`config.mk`:
```
export PLATFORM = sky130hd
export DESIGN_NAME = key_note_engine
export DESIGN_NICKNAME = d
export VERILOG_FILES = /design/src/rtl/key_note_engine.sv
export SDC_FILE = /design/constraint.sdc
export NUM_CORES = 1
export LEC_CHECK = 0
export CORE_MARGIN = 1.5
export CORE_UTILIZATION = 50
export CTS_CLUSTER_SIZE = 28
export DETAILED_ROUTE_END_ITERATION = 12
export PLACE_DENSITY = 0.74
export SYNTH_ARGS = -nofsm -noshare
export SYNTH_HDL_FRONTEND = slang
export SYNTH_SLANG_ARGS = --single-unit
```
`constraint.sdc`:
```
create_clock -name clk -period 3.7 [get_ports clk]
set_clock_uncertainty 0.2 [all_clocks]
set_input_delay 0.555 -clock clk [delete_from_list [all_inputs] [get_ports clk]]
set_output_delay 0.555 -clock clk [all_outputs]
set_load 0.005 [all_outputs]
```
`src/rtl/key_note_engine.sv`:
```
// key_note_engine: synchronised, debounced priority key scanner that drives registered
// note rate words with note_on/note_off strobes and a programmable release hold.
// Define OCTAVE_EN to add the oct_up/oct_dn ports and a -1..+2 octave shift on note load.
module key_note_engine #(
    parameter int NKEYS           = 4,
    parameter int RATE_W          = 16,
    parameter int DEBOUNCE_CYCLES = 50000,
    parameter int RELEASE_CYCLES  = 100000
) (
    input  logic              clk,
    input  logic              reset,
    input  logic [NKEYS-1:0]  keys_n,
`ifdef OCTAVE_EN
    input  logic              oct_up,
    input  logic              oct_dn,
`endif
    output logic [RATE_W-1:0] sample_rate,
    output logic [RATE_W-1:0] arm_rate,
    output logic [2:0]        note_idx,
    output logic              note_on,
    output logic              note_off,
    output logic              active
);
    typedef enum logic [1:0] {IDLE, NOTE, RELEASE} state_t;

    localparam int DW = $clog2(DEBOUNCE_CYCLES + 1);
    localparam int RW = $clog2(RELEASE_CYCLES + 1);
    localparam logic [11:0] SR_TAB [8] = '{12'd1046, 12'd1174, 12'd1318, 12'd1396,
                                           12'd1568, 12'd1760, 12'd1976, 12'd2093};
    localparam logic [11:0] ARM_TAB [8] = '{12'd300, 12'd250, 12'd200, 12'd100,
                                            12'd90, 12'd80, 12'd70, 12'd60};

    logic [NKEYS-1:0]  s1_q, s2_q, cand_q, cand_d, stab_q, stab_d, sync;
    logic [DW-1:0]     db_cnt_q, db_cnt_d;
    state_t            state_q, state_d;
    logic [RW-1:0]     rel_cnt_q, rel_cnt_d;
    logic [RATE_W-1:0] sr_q, sr_d, arm_q, arm_d, sr_load, arm_load;
    logic [2:0]        idx_q, idx_d, win;
    logic              on_q, on_d, off_q, off_d, active_q, active_d, load;
    logic [31:0]       sr_raw, arm_raw;
`ifdef OCTAVE_EN
    // Octave is encoded 0,1,2 for 0..+2 and 3 for -1, so +1/-1 wrap naturally across -1<->0.
    logic [1:0]        oct_q, oct_d;
`endif

    function automatic logic [2:0] lowest(input logic [NKEYS-1:0] v);
        logic [2:0] r;
        r = '0;
        for (int i = NKEYS - 1; i >= 0; i--)
            if (v[i]) r = 3'(i);
        return r;
    endfunction

    // Restart the stability count on any change of the synced vector; accept it once it has held long enough.
    always_comb begin
        sync     = ~s2_q;
        cand_d   = sync;
        db_cnt_d = (sync != cand_q) ? '0 :
                   (db_cnt_q == DW'(DEBOUNCE_CYCLES)) ? db_cnt_q : db_cnt_q + DW'(1);
        stab_d   = (sync == cand_q && db_cnt_q == DW'(DEBOUNCE_CYCLES)) ? cand_q : stab_q;
    end

`ifdef OCTAVE_EN
    // Clamp the octave at -1 and +2; simultaneous pulses cancel.
    always_comb begin
        oct_d = oct_q;
        if (oct_up && !oct_dn && oct_q != 2'd2) oct_d = oct_q + 2'd1;
        if (oct_dn && !oct_up && oct_q != 2'd3) oct_d = oct_q - 2'd1;
    end
`endif

    // Rate words for the winner of the vector being accepted this edge, saturated to RATE_W.
    always_comb begin
        win = lowest(stab_d);
`ifdef OCTAVE_EN
        sr_raw = (oct_q == 2'd3) ? 32'(SR_TAB[win]) >> 1 : 32'(SR_TAB[win]) << oct_q;
`else
        sr_raw = 32'(SR_TAB[win]);
`endif
        arm_raw  = 32'(ARM_TAB[win]);
        sr_load  = (|(sr_raw >> RATE_W)) ? '1 : RATE_W'(sr_raw);
        arm_load = (|(arm_raw >> RATE_W)) ? '1 : RATE_W'(arm_raw);
    end

    // Note FSM: load on a new winner, hold through release, then fall silent.
    always_comb begin
        state_d   = state_q;
        rel_cnt_d = rel_cnt_q;
        sr_d      = sr_q;
        arm_d     = arm_q;
        idx_d     = idx_q;
        on_d      = 1'b0;
        off_d     = 1'b0;
        load      = 1'b0;
        if (state_q == IDLE) begin
            load = stab_d != '0;
        end else if (state_q == NOTE) begin
            load = stab_d != '0 && win != idx_q;
            if (stab_d == '0) begin
                state_d   = RELEASE;
                off_d     = 1'b1;
                rel_cnt_d = '0;
            end
        end else begin
            load = stab_d != '0;
            if (!load && rel_cnt_q == RW'(RELEASE_CYCLES - 1)) begin
                state_d = IDLE;
                sr_d    = '0;
                arm_d   = '0;
                idx_d   = '0;
            end else begin
                rel_cnt_d = rel_cnt_q + RW'(1);
            end
        end
        if (load) begin
            state_d = NOTE;
            sr_d    = sr_load;
            arm_d   = arm_load;
            idx_d   = win;
            on_d    = 1'b1;
        end
        active_d = state_d != IDLE;
    end

    // State registers; reset silences everything at once without a note_off.
    always_ff @(posedge clk or posedge reset) begin
        if (reset) begin
            s1_q      <= '1;
            s2_q      <= '1;
            cand_q    <= '0;
            stab_q    <= '0;
            db_cnt_q  <= '0;
            state_q   <= IDLE;
            rel_cnt_q <= '0;
            sr_q      <= '0;
            arm_q     <= '0;
            idx_q     <= '0;
            on_q      <= 1'b0;
            off_q     <= 1'b0;
            active_q  <= 1'b0;
`ifdef OCTAVE_EN
            oct_q     <= '0;
`endif
        end else begin
            s1_q      <= keys_n;
            s2_q      <= s1_q;
            cand_q    <= cand_d;
            stab_q    <= stab_d;
            db_cnt_q  <= db_cnt_d;
            state_q   <= state_d;
            rel_cnt_q <= rel_cnt_d;
            sr_q      <= sr_d;
            arm_q     <= arm_d;
            idx_q     <= idx_d;
            on_q      <= on_d;
            off_q     <= off_d;
            active_q  <= active_d;
`ifdef OCTAVE_EN
            oct_q     <= oct_d;
`endif
        end
    end

    assign sample_rate = sr_q;
    assign arm_rate    = arm_q;
    assign note_idx    = idx_q;
    assign note_on     = on_q;
    assign note_off    = off_q;
    assign active      = active_q;
endmodule

```
==> results.py <==
metrics = {
    "yosys": {
        "netlist_area_sq_mm": 0.00331,
        "ys_seq_elements": 65,
        "synth_area_leader_cell": "dfrtp_1",
        "async_flop_share_pct": 100,
        "synth_edf_count": 0,
        "ys.flop_type": "dfrtp_1",
        "synthTopCellsByCount": "dfrtp_1 (57), nand2_1 (34), nor2_1 (27), buf_4 (24), nand3_1 (17)",
        "yosysSeqAreaShare_pct": 49.4,
        "syn_area_per_cell_sq_um": 10.4,
        "synthCells": 318,
        "synthDistinctLibCells": 54,
        "synth_area_leaders": "dfrtp_1 (43%), dfstp_2 (6.3%), buf_4 (5.4%), mux2i_1 (4.2%), xor2_1 (4.0%)",
        "ys_warn_count": 0,
        "synth_top_area_share_pct": 43.1,
        "yosysMostFrequentCell": "dfrtp_1",
    },
    "layout": {
        "syn_to_final_growth_pct": 12.5,
        "antenna_cells": 0,
        "final_util_pct": 58.4,
        "drive_gt1_share_pct": 12.8,
        "layout.nets": 359,
        "final_area_sq_mm": 0.00373,
        "fin_cells": 428,
    },
    "cts": {
        "root_buffer": "clkbuf_8",
        "htreeDepth": 3,
        "cts.clk_slew.worst_paths_ns": 0.08,
        "cts_repair_resize_count": 0,
        "cts.path.max_buffers": 2,
        "cts_inserted_buffers": 9,
        "cts_tree": "done",
        "worstSkewPairLatency_ns": 0.35,
        "hold_buffers": 0,
        "clock_sinks": 65,
        "postCtsSetupBuffers": 0,
    },
    "critical_path": {
        "cp.required_ns": 3.74,
        "reg2reg_from": "db_cnt_q[0]$_DFFE_PP0P_",
        "critPathArrivalTime_ns": 3.13,
        "end_kind": "flop",
        "crit_start": "db_cnt_q[0]$_DFFE_PP0P_",
        "crit_type": "flop to flop",
        "cp-start-kind": "flop",
        "cp_max_fo": 13,
    },
    "placed_design": {
        "place.port_buffers": 26,
        "placed_cell_area_sq_mm": 0.00354,
        "place.gp.congestion": 0.848,
        "dp.cells": 412,
        "dp_hpwl_um": 4110,
    },
    "power_and_ir_drop": {
        "power_leakage_uw": 0.00165,
        "powerDensity_mw_per_mm2": 361,
        "vdd_ir_drop_max_v": 0.000279,
    },
    "sta": {
        "finalMaxSlewViolations": 0,
        "hold_ws_ns": 0.146,
        "finalCriticalPeriod_ns": 3.10,
        "setup_tns_ns": 0,
        "setup_viol": 0,
        "max-slew-margin-rel_pct": 62.6,
        "hold_violations": 0,
        "max_freq_ghz": 0.323,
        "rsz0062_at_grt": "false",
        "tightest_slew_ns": 0.560,
        "finalCritPeriodShare_pct": 83.7,
    },
    "global_routing": {
        "grt_max_degree": 28,
        "grt_pass1_wl_um": 10000,
        "track_usage_pct": 18.0,
        "antenna_found_initial": 0,
        "grt_pass1_vias": 2120,
        "gr-total-overflow": 0,
    },
    "drt": {
        "routedWlPerCell_um": 13.6,
        "drc": 0,
        "drt-initial-drc-count": 129,
        "antenna_left": 0,
        "drt_pass1_iterations": 4,
        "drt-total-wl_um": 5820,
        "viasPerCell": 5.27,
        "dr_total_vias": 2254,
    },
    "die": {
        "num_rows": 29,
        "die_x_um": 84.4,
        "die_h_um": 84.4,
        "ioPinCount": 44,
        "start_util_pct": 51.9,
        "fp.dieArea_sq_mm": 0.00712,
        "core-area_sq_mm": 0.00639,
    },
    "worst_hold_path": {
        "hp-class": "flop to flop",
        "hp-start": "s1_q[1]$_DFF_PP1_",
    },
    "job": {
        "drv_cap": 0,
    },
    "status": {
        "status": "complete, no violations",
    },
}
[critical path: stages (launching register included)]
cell and delay [ns]:
dfrtp_1 0.43, inv_1 0.08, ha_1 0.14, nor4bb_1 0.26
nand4_2 0.21, nor2_2 0.26, buf_4 0.22, mux2i_2 0.39
xnor2_1 0.14, o31a_2 0.44, o21a_1 0.21
[cells in the final DEF, fill, tap and decap left out, types with 2 or more instances in the layout]
master and n:
nand2_1 34, o311ai_0 2, clkbuf_1 2, dfrtp_1 57, and2_1 2, nor3_1 5
clkdlybuf4s50_1 26, conb_1 17, or4_1 5, clkinvlp_4 2, ha_1 7, nor3b_1 2
clkbuf_8 9, o21ai_1 3, xor2_1 15, nor4_1 2, a21oi_1 8, mux2_2 5
nand3_1 17, nor4bb_1 2, nand2b_1 5, o31ai_1 6, buf_4 7, and3_1 4
dfstp_2 8, o211ai_1 2, nand4_1 4, inv_2 2, o21ai_0 3, inv_1 15
mux2i_1 14, o41ai_1 2, xnor2_1 6, nor2_1 27
[power by group]
part           total, uW  switching [uW]  internal, uW
clock                579             267           311
combinational       37.2            25.7          11.5
sequential           729            7.33           721
total               1340             301          1040
[kinds of logic after synthesis]
logic type | synth area share, %
AND/OR/NAND/NOR | 18.9
buffers and inverters | 9.41
other | 0.113
AO/OA/AOI/OAI | 6.95
multiplexers | 7.03
flip-flops | 49.4
adder cells (fa/ha/maj) | 2.64
XOR/XNOR | 5.55
[final cells by class]
cell class / count / area, sq um
Clock buffer: 11 / 131
Fill cell: 542 / 2660
Clock inverter: 5 / 58.8
Timing Repair Buffer: 33 / 313
Tap cell: 77 / 96.3
Sequential cell: 65 / 1640
Multi-Input combinational cell: 219 / 1420
Inverter: 18 / 67.6
[path summary, 6_finish.rpt]
| path | end | slack, ns | cells after the start |
|---|---|---|---|
| worst min-delay path | s2_q[1]$_DFF_PP1_ | 0.15 | 0 |
| worst max-delay path | sample_rate[2]$_DFFE_PP0P_ | 0.60 | 10 |
| worst min register to register | s2_q[1]$_DFF_PP1_ | 0.15 | 0 |
| worst max register to register | sample_rate[2]$_DFFE_PP0P_ | 0.60 | 10 |
| max in group asynchronous | s1_q[2]$_DFF_PP1_ | 2.17 | 3 |
| min in group asynchronous | note_off$_DFF_PP0_ | 0.38 | 2 |
[through the flow]
step           total power, uW  setup WS, ns
2_1_floorplan              776         0.934
3_3_place_gp               779         0.738
3_5_place_dp               780         0.616
4_1_cts                   1370         0.605
5_1_grt                   1400         0.310
6_report                  1340         0.604
[per-layer routing]
| metal | vias to the layer above | share of wire, % | track usage (%) |
|---|---|---|---|
| li1 | 1103 | - | - |
| met1 | 1096 | 47 | 22.8 |
| met2 | 45 | 47 | 28.2 |
| met3 | 10 | 4.3 | 6.78 |
| met4 | 0 | 2.0 | 6.60 |
| met5 | - | 0 | 0 |
[state kept, by name (all words and copies together) (netlist names)]
name	cells
s1_q	4
cand_q	4
rel_cnt_q	17
note_off	1
arm_rate	7
s2_q	4
sample_rate	3
db_cnt_q	16
state_q	2
stab_q	4
note_on	1
active	1
note_idx	1
No activity file was read; power rests on OpenSTA's default activity.
